--- src/rtl/convolution_controller.sv ---
// rtl/convolution_controller.sv - streaming KxK convolution sequencer with register slave
// Windows are assembled from the pixel stream, handed to an external MAC, and its sums re-streamed.
module convolution_controller #(
  parameter int DATA_WIDTH     = 8,
  parameter int KERNEL_SIZE    = 3,
  parameter int AXI_ADDR_WIDTH = 10
) (
  input  logic                                       axi_clk,
  input  logic                                       axi_reset_n,
  input  logic [DATA_WIDTH-1:0]                      cSum,
  input  logic                                       cReady,
  output logic [KERNEL_SIZE*KERNEL_SIZE*DATA_WIDTH-1:0] MULTIPLIER_INPUT,
  output logic [KERNEL_SIZE*KERNEL_SIZE*DATA_WIDTH-1:0] MULTIPLICAND_INPUT,
  output logic [KERNEL_SIZE*KERNEL_SIZE-1:0]         MULTIPLY_START,
  input  logic                                       s_axis_valid,
  input  logic [DATA_WIDTH-1:0]                      s_axis_data,
  input  logic                                       s_axis_last,
  output logic                                       s_axis_ready,
  input  logic [DATA_WIDTH/8-1:0]                    s_axis_keep,
  output logic                                       m_axis_valid,
  output logic [DATA_WIDTH-1:0]                      m_axis_data,
  output logic                                       m_axis_last,
  output logic [DATA_WIDTH/8-1:0]                    m_axis_keep,
  input  logic                                       m_axis_ready,
  input  logic [AXI_ADDR_WIDTH-1:0]                  s_axi_awaddr,
  input  logic                                       s_axi_awvalid,
  output logic                                       s_axi_awready,
  input  logic [DATA_WIDTH-1:0]                      s_axi_wdata,
  input  logic                                       s_axi_wvalid,
  output logic                                       s_axi_wready,
  input  logic [AXI_ADDR_WIDTH-1:0]                  s_axi_araddr,
  input  logic                                       s_axi_arvalid,
  output logic                                       s_axi_arready,
  output logic [DATA_WIDTH-1:0]                      s_axi_rdata,
  output logic                                       s_axi_rvalid,
  input  logic                                       s_axi_rready,
  output logic                                       s_axi_bvalid,
  input  logic                                       s_axi_bready
);

  localparam int KK        = KERNEL_SIZE * KERNEL_SIZE;
  localparam int CNT_W     = $clog2(KK + 1);
  localparam int FILT_BASE = 24;

  localparam logic [AXI_ADDR_WIDTH-1:0] ADDR_CTRL   = AXI_ADDR_WIDTH'(0);
  localparam logic [AXI_ADDR_WIDTH-1:0] ADDR_SOFT   = AXI_ADDR_WIDTH'(4);
  localparam logic [AXI_ADDR_WIDTH-1:0] ADDR_WIDTH  = AXI_ADDR_WIDTH'(16);
  localparam logic [AXI_ADDR_WIDTH-1:0] ADDR_HEIGHT = AXI_ADDR_WIDTH'(20);
  localparam logic [DATA_WIDTH-1:0]     K_DW        = DATA_WIDTH'(KERNEL_SIZE);

  typedef enum logic [2:0] {
    S_IDLE,
    S_FILL,
    S_START,
    S_WAIT,
    S_OUT
  } state_t;

  state_t                  r_state;
  state_t                  w_next;
  logic                    r_ctrl_en;
  logic [DATA_WIDTH-1:0]   r_width;
  logic [DATA_WIDTH-1:0]   r_height;
  logic [DATA_WIDTH-1:0]   r_filter [KK];
  logic [DATA_WIDTH-1:0]   r_window [KK];
  logic                    r_bvalid;
  logic                    r_rvalid;
  logic                    r_arready;
  logic [DATA_WIDTH-1:0]   r_rdata;
  logic [DATA_WIDTH-1:0]   w_rd_data;
  logic [CNT_W-1:0]        r_cnt;
  logic [CNT_W-1:0]        w_need;
  logic                    r_partial;
  logic [DATA_WIDTH-1:0]   r_col;
  logic [DATA_WIDTH-1:0]   r_row;
  logic [DATA_WIDTH-1:0]   r_sum;
  logic                    w_wr;
  logic                    w_soft;
  logic                    w_beat;
  logic                    w_fill_done;
  logic                    w_out_hs;
  logic                    w_frame_done;
  logic                    w_last_col;
  logic                    w_last_row;
  logic                    w_unused;

  assign w_unused      = ^{s_axis_last, s_axis_keep};
  assign w_wr          = s_axi_awvalid && s_axi_wvalid;
  assign w_soft        = w_wr && (s_axi_awaddr == ADDR_SOFT) && s_axi_wdata[0];
  assign s_axi_awready = w_wr;
  assign s_axi_wready  = w_wr;
  assign s_axi_bvalid  = r_bvalid;
  assign s_axi_rvalid  = r_rvalid;
  assign s_axi_rdata   = r_rdata;
  assign s_axi_arready = r_arready;

  assign w_need      = r_partial ? CNT_W'(KERNEL_SIZE) : CNT_W'(KK);
  assign w_last_col  = (r_col == r_width - K_DW);
  assign w_last_row  = (r_row == r_height - K_DW);
  assign m_axis_data = r_sum;
  assign m_axis_keep = '1;
  assign m_axis_last = m_axis_valid && w_last_col && w_last_row;

  for (genvar g = 0; g < KK; g++) begin : g_ops
    assign MULTIPLIER_INPUT[g*DATA_WIDTH +: DATA_WIDTH]   = r_window[g];
    assign MULTIPLICAND_INPUT[g*DATA_WIDTH +: DATA_WIDTH] = r_filter[g];
  end

  always_ff @(posedge axi_clk or negedge axi_reset_n) begin
    if (!axi_reset_n) begin
      r_ctrl_en <= 1'b0;
      r_width   <= '0;
      r_height  <= '0;
      r_bvalid  <= 1'b0;
      for (int i = 0; i < KK; i++) r_filter[i] <= '0;
    end else begin
      if (w_wr) r_bvalid <= 1'b1;
      else if (s_axi_bready) r_bvalid <= 1'b0;
      if (w_frame_done) r_ctrl_en <= 1'b0;
      // A software write in the same cycle as frame completion takes precedence.
      if (w_wr) begin
        case (s_axi_awaddr)
          ADDR_CTRL:   r_ctrl_en <= s_axi_wdata[0];
          ADDR_SOFT: begin
            if (s_axi_wdata[0]) begin
              r_ctrl_en <= 1'b0;
              r_width   <= '0;
              r_height  <= '0;
            end
          end
          ADDR_WIDTH:  r_width  <= s_axi_wdata;
          ADDR_HEIGHT: r_height <= s_axi_wdata;
          default: ;
        endcase
        for (int i = 0; i < KK; i++) begin
          if (s_axi_awaddr == AXI_ADDR_WIDTH'(FILT_BASE + 4*i)) r_filter[i] <= s_axi_wdata;
        end
      end
    end
  end

  always_comb begin
    w_rd_data = '0;
    case (s_axi_araddr)
      ADDR_CTRL:   w_rd_data = DATA_WIDTH'(r_ctrl_en);
      ADDR_WIDTH:  w_rd_data = r_width;
      ADDR_HEIGHT: w_rd_data = r_height;
      default:     w_rd_data = '0;
    endcase
    for (int i = 0; i < KK; i++) begin
      if (s_axi_araddr == AXI_ADDR_WIDTH'(FILT_BASE + 4*i)) w_rd_data = r_filter[i];
    end
  end

  // arready is registered so it stays low while reset is asserted.
  always_ff @(posedge axi_clk or negedge axi_reset_n) begin
    if (!axi_reset_n) begin
      r_rvalid  <= 1'b0;
      r_arready <= 1'b0;
      r_rdata   <= '0;
    end else if (r_rvalid && s_axi_rready) begin
      r_rvalid  <= 1'b0;
      r_arready <= 1'b1;
    end else if (s_axi_arvalid && r_arready) begin
      r_rvalid  <= 1'b1;
      r_arready <= 1'b0;
      r_rdata   <= w_rd_data;
    end else begin
      r_arready <= !r_rvalid;
    end
  end

  always_ff @(posedge axi_clk or negedge axi_reset_n) begin
    if (!axi_reset_n) r_state <= S_IDLE;
    else if (w_soft)  r_state <= S_IDLE;
    else              r_state <= w_next;
  end

  always_comb begin
    w_next         = r_state;
    s_axis_ready   = 1'b0;
    MULTIPLY_START = '0;
    m_axis_valid   = 1'b0;
    w_beat         = 1'b0;
    w_fill_done    = 1'b0;
    w_out_hs       = 1'b0;
    w_frame_done   = 1'b0;
    case (r_state)
      S_IDLE: if (r_ctrl_en) w_next = S_FILL;
      S_FILL: begin
        if (r_ctrl_en) begin
          s_axis_ready = 1'b1;
          w_beat       = s_axis_valid;
          w_fill_done  = s_axis_valid && ((r_cnt + CNT_W'(1)) == w_need);
          if (w_fill_done) w_next = S_START;
        end
      end
      S_START: begin
        MULTIPLY_START = '1;
        w_next         = S_WAIT;
      end
      S_WAIT: if (cReady) w_next = S_OUT;
      S_OUT: begin
        m_axis_valid = 1'b1;
        if (m_axis_ready) begin
          w_out_hs     = 1'b1;
          w_frame_done = w_last_col && w_last_row;
          w_next       = w_frame_done ? S_IDLE : S_FILL;
        end
      end
      default: w_next = S_IDLE;
    endcase
  end

  always_ff @(posedge axi_clk or negedge axi_reset_n) begin
    if (!axi_reset_n) begin
      r_cnt     <= '0;
      r_partial <= 1'b0;
      r_col     <= '0;
      r_row     <= '0;
      r_sum     <= '0;
      for (int i = 0; i < KK; i++) r_window[i] <= '0;
    end else if (w_soft) begin
      r_cnt     <= '0;
      r_partial <= 1'b0;
      r_col     <= '0;
      r_row     <= '0;
    end else begin
      if (w_beat) begin
        r_cnt <= w_fill_done ? '0 : r_cnt + CNT_W'(1);
        if (!r_partial) begin
          for (int i = 0; i < KK; i++)
            if (CNT_W'(i) == r_cnt) r_window[i] <= s_axis_data;
        end else begin
          // Each incoming pixel pushes its column up one row; the oldest row drops out.
          for (int i = 0; i < KK - KERNEL_SIZE; i++)
            if (CNT_W'(i % KERNEL_SIZE) == r_cnt) r_window[i] <= r_window[i+KERNEL_SIZE];
          for (int i = KK - KERNEL_SIZE; i < KK; i++)
            if (CNT_W'(i % KERNEL_SIZE) == r_cnt) r_window[i] <= s_axis_data;
        end
      end
      if (r_state == S_WAIT && cReady) r_sum <= cSum;
      if (w_out_hs) begin
        if (w_frame_done) begin
          r_col     <= '0;
          r_row     <= '0;
          r_partial <= 1'b0;
        end else if (w_last_col) begin
          r_col     <= '0;
          r_row     <= r_row + DATA_WIDTH'(1);
          r_partial <= 1'b0;
        end else begin
          r_col     <= r_col + DATA_WIDTH'(1);
          r_partial <= 1'b1;
        end
      end
    end
  end

endmodule

--- config.mk ---
export PLATFORM = sky130hd
export DESIGN_NAME = convolution_controller
export DESIGN_NICKNAME = d
export VERILOG_FILES = /design/src/rtl/convolution_controller.sv
export SDC_FILE = /design/constraint.sdc
export NUM_CORES = 1
export LEC_CHECK = 0
export BUFFER_PORTS_ARGS = -buffer_cell sky130_fd_sc_hd__clkbuf_2
export CAP_MARGIN = 15
export CORE_MARGIN = 1.5
export CORE_UTILIZATION = 59
export CTS_BUF_LIST = sky130_fd_sc_hd__clkbuf_16
export DETAILED_ROUTE_END_ITERATION = 10
export PLACE_DENSITY = 0.86
export REMOVE_ABC_BUFFERS = 1
export SLEW_MARGIN = 20
export SYNTH_ARGS = -nofsm -noshare
export SYNTH_HDL_FRONTEND = slang
export SYNTH_SLANG_ARGS = --single-unit
--- constraint.sdc ---
create_clock -name axi_clk -period 5 [get_ports axi_clk]
set_input_delay 0.25 -clock axi_clk [delete_from_list [all_inputs] [get_ports axi_clk]]
set_output_delay 0.25 -clock axi_clk [all_outputs]
set_load 0.01 [all_outputs]
==> flow_results.xml <==
<?xml version="1.0" encoding="UTF-8"?>
<metrics>
  <group name="run_status">
    <metric name="run_status" unit="">finished clean</metric>
  </group>
  <group name="detailed_routing">
    <metric name="drt-total-wl" unit="um">27050</metric>
    <metric name="first_iter_violations" unit="">714</metric>
    <metric name="viasPerCell" unit="">6.168</metric>
    <metric name="via_count" unit="">8431</metric>
    <metric name="routed_wire_length_per_instance" unit="um">19.79</metric>
    <metric name="drt_first_pass_iters" unit="">5</metric>
    <metric name="post_route_drc" unit="">0</metric>
    <metric name="drtAntennaViolNets" unit="">0</metric>
  </group>
  <group name="synth">
    <metric name="synth-async-reset-ratio" unit="">1.000</metric>
    <metric name="netlist_top_cells_area" unit="">dfrtp_1, mux2_2, a21oi_1</metric>
    <metric name="synth_cell_types" unit="">69</metric>
    <metric name="number_of_enable_type_register_cells_in_the_synthesized_netlist" unit="">0</metric>
    <metric name="postSynthAreaPerCell" unit="um2">10.86</metric>
    <metric name="netlist_instances" unit="">924</metric>
    <metric name="synth-seq-area-share" unit="">0.5089</metric>
    <metric name="top_ff_cell_synth" unit="">dfrtp_1</metric>
    <metric name="ys_warn_count" unit="">0</metric>
    <metric name="synth_top_area_cell" unit="">dfrtp_1</metric>
    <metric name="ys_ff_latch" unit="">204</metric>
    <metric name="netlist.area_leader.share" unit="">0.5089</metric>
    <metric name="syn-cell-area" unit="um2">10030</metric>
  </group>
  <group name="sta">
    <metric name="layout_worst_path_cycle_share" unit="">0.6536</metric>
    <metric name="slew_violations" unit="">0</metric>
    <metric name="setup_viol_count_final" unit="">0</metric>
    <metric name="rsz0062_at_grt" unit="">false</metric>
    <metric name="max_slew.worst_pin.slew" unit="ps">957.1</metric>
    <metric name="finalHoldViolations" unit="">0</metric>
    <metric name="min_period" unit="ps">3268</metric>
    <metric name="clock_skew" unit="ps">12.48</metric>
    <metric name="achievable-frequency" unit="GHz">0.3060</metric>
    <metric name="layout_setup_ws" unit="ps">1732</metric>
    <metric name="setup-tns-final" unit="ps">0</metric>
    <metric name="maxSlewHeadroom" unit="">0.3619</metric>
  </group>
  <group name="layout">
    <metric name="syn_to_final_growth" unit="%">19.65</metric>
    <metric name="n_antenna_cell" unit="">0</metric>
    <metric name="drive_above_1_share" unit="">0.3444</metric>
    <metric name="layout.nets" unit="">1199</metric>
    <metric name="layout_common_cells" unit="">clkbuf_2, dfrtp_1, mux2_2</metric>
    <metric name="mostFrequentLayoutCell" unit="">clkbuf_2</metric>
  </group>
  <group name="floorplanning">
    <metric name="floorplan.die.width" unit="um">133.4</metric>
    <metric name="placement_rows" unit="">47</metric>
    <metric name="die_height" unit="um">133.4</metric>
    <metric name="core" unit="um2">16580</metric>
    <metric name="starting_utilization_of_the_core_area" unit="">0.6049</metric>
    <metric name="fp.dieArea" unit="um2">17790</metric>
    <metric name="ioPinCount" unit="">234</metric>
  </group>
  <group name="critical_path">
    <metric name="crit_arrival" unit="ps">3020</metric>
    <metric name="critPathCaptureType" unit="">primary output</metric>
    <metric name="critical_path_class" unit="">register to primary output</metric>
    <metric name="timing.critical_path.from_type" unit="">register</metric>
    <metric name="timing.critical_path.fanout_max" unit="">13</metric>
    <metric name="critPathRequiredTime" unit="ps">4750</metric>
  </group>
  <group name="power">
    <metric name="cellInternalPower" unit="mW">3.504</metric>
    <metric name="switching_share" unit="">0.3400</metric>
    <metric name="worst_ir_drop_vdd" unit="mV">0.4426</metric>
    <metric name="sequential_group_share_of_total_power" unit="">0.434</metric>
    <metric name="net-switching-power" unit="mW">1.805</metric>
    <metric name="leakage" unit="nW">5.890</metric>
    <metric name="pwr-share-comb" unit="">0.281</metric>
    <metric name="pwr_density_cell" unit="nW/um2">442.4</metric>
    <metric name="p_clk_frac" unit="">0.285</metric>
  </group>
  <group name="worst_hold_path">
    <metric name="worst_hold_path_type" unit="">input port to register</metric>
  </group>
  <group name="clock_network">
    <metric name="cts_htree_levels" unit="">1</metric>
    <metric name="clock_tree.buffer_depth" unit="">3</metric>
    <metric name="cts.sinks" unit="">204</metric>
    <metric name="cts_setup_buffers" unit="">0</metric>
    <metric name="worst_setup_hold_path_clk_slew" unit="ps">60</metric>
    <metric name="worstSkewPairLatency" unit="ps">500</metric>
    <metric name="clockRootBuffer" unit="">clkbuf_16</metric>
    <metric name="cts_inserted_buffers" unit="">22</metric>
    <metric name="cts_tree" unit="">done</metric>
  </group>
  <group name="global_routing">
    <metric name="global_route.overflow_total" unit="">0</metric>
    <metric name="first_global_vias" unit="">8232</metric>
    <metric name="initial_antenna_violation_count" unit="">0</metric>
    <metric name="grt_usage" unit="">0.3053</metric>
    <metric name="grt_max_degree" unit="">120</metric>
    <metric name="grt_pass1_wl" unit="um">43170</metric>
  </group>
  <group name="placement">
    <metric name="port-buffer-count" unit="">230</metric>
    <metric name="gp_congestion" unit="">0.8823</metric>
    <metric name="detailed_placement_wirelength_estimate" unit="um">18560</metric>
    <metric name="pre_cts_slack" unit="ps">2296</metric>
  </group>
  <group name="flow_run">
    <metric name="cap_violations" unit="">0</metric>
  </group>
</metrics>
timing repair:
action / 4_1_cts / 5_1_grt
hold endpoints to repair: 128 / 0
hold buffers: 12 / 0
resized for setup: 0 / 0
power by group through the flow:
| stage | Sequential [mW] | Combinational [mW] | Clock, mW |
|---|---|---|---|
| global placement | 2.29 | 1.41 | 0 |
| finish | 2.30 | 1.49 | 1.52 |
| CTS | 2.29 | 1.49 | 1.54 |
| floorplan | 2.45 | 0.676 | 0 |
| detailed placement | 2.31 | 1.46 | 0 |
| global route | 2.35 | 1.64 | 1.61 |
per-stage QoR:
stage / total power, mW / area [um2] / utilization / hold WS, ps / cells
floorplan: 3.125 / 9738 / - / -45.59 / 863
global placement: 3.701 / 11220 / 0.6766 / 440.5 / 1319
detailed placement: 3.772 / 11220 / 0.6766 / 444.0 / 1319
CTS: 5.319 / 12000 / 0.7237 / 13.55 / 1367
global route: 5.596 / 12000 / 0.7237 / 32.38 / 1367
finish: 5.310 / 12000 / 0.7237 / 31.38 / 1367
sequential cells by signal, indices dropped and copies added (netlist names):
name / count
MULTIPLICAND_INPUT: 72
MULTIPLIER_INPUT: 72
m_axis_data: 8
r_cnt: 4
r_col: 8
r_ctrl_en: 1
r_height: 8
r_partial: 1
r_row: 8
r_state: 3
r_width: 8
s_axi_arready: 1
s_axi_bvalid: 1
s_axi_rdata: 8
s_axi_rvalid: 1
metal layers:
layer  track usage  up-vias  wire length [um]
met4        0.1165        0              1007
met3       0.06050       67              1991
met2        0.5245      407             13450
li1              -     3814                 -
met1        0.3834     4143             10600
met5             0        -                 0
worst max-delay path: stages, from the launching register on:
cell and delay, ps:
dfrtp_1 470, ha_1 270, nor3_1 230, xnor2_1 170
nor4b_1 590, o211ai_2 370, nor3_1 240, clkbuf_2 170
path summary, 6_finish.rpt:
check                      slack, ps                     end  cells past startpoint                 from
min                               30    MULTIPLIER_INPUT[58]                      2       s_axis_data[2]
max                             1730             m_axis_last                      7          r_height[0]
max in group asynchronous       3350  MULTIPLICAND_INPUT[66]                      3          axi_reset_n
max reg2reg                     2290                r_row[2]                      7          r_height[0]
min in group asynchronous        430          m_axis_data[6]                      2          axi_reset_n
min reg2reg                      480     MULTIPLIER_INPUT[4]                      2  MULTIPLIER_INPUT[4]
cell usage after synthesis, drive strengths merged (7+ instances only):
cell	instances
nor2	42
o21ai	58
nand3	28
nand4	10
ha	8
a22o	17
buf	26
mux2	105
xor2	9
clkbuf	35
dfrtp	204
inv	13
a22oi	12
nor3	15
or3	7
nor2b	19
a21oi	81
xnor2	11
nand2	93
mux4	12
o211ai	12
o31ai	8
o22ai	11
cells by family (layout without fill, tap and decap cells):
| family | count (synthesis) | count (layout) | synth area share |
|---|---|---|---|
| AND/OR/NAND/NOR | 259 | 259 | 0.1307 |
| AO/OA/AOI/OAI | 235 | 235 | 0.1477 |
| flip-flops | 204 | 204 | 0.5089 |
| multiplexers | 123 | 123 | 0.1508 |
| buffers and inverters | 74 | 297 | 0.03405 |
| XOR/XNOR | 20 | 20 | 0.01746 |
| adder cells (fa/ha/maj) | 8 | 8 | 0.009979 |
| other | 1 | 1 | 0.0003738 |
area by class of cell:
cell class	instances	area, um2
flip-flops and latches	204	5106
multi-input cells	646	4584
fillers	1133	4582
repair buffers	248	1325
clock buffers	23	575.6
well taps	220	275.3
clock inverters	13	86.33
inverters	13	48.80
Note: power is estimated with default switching activity, not from simulation.
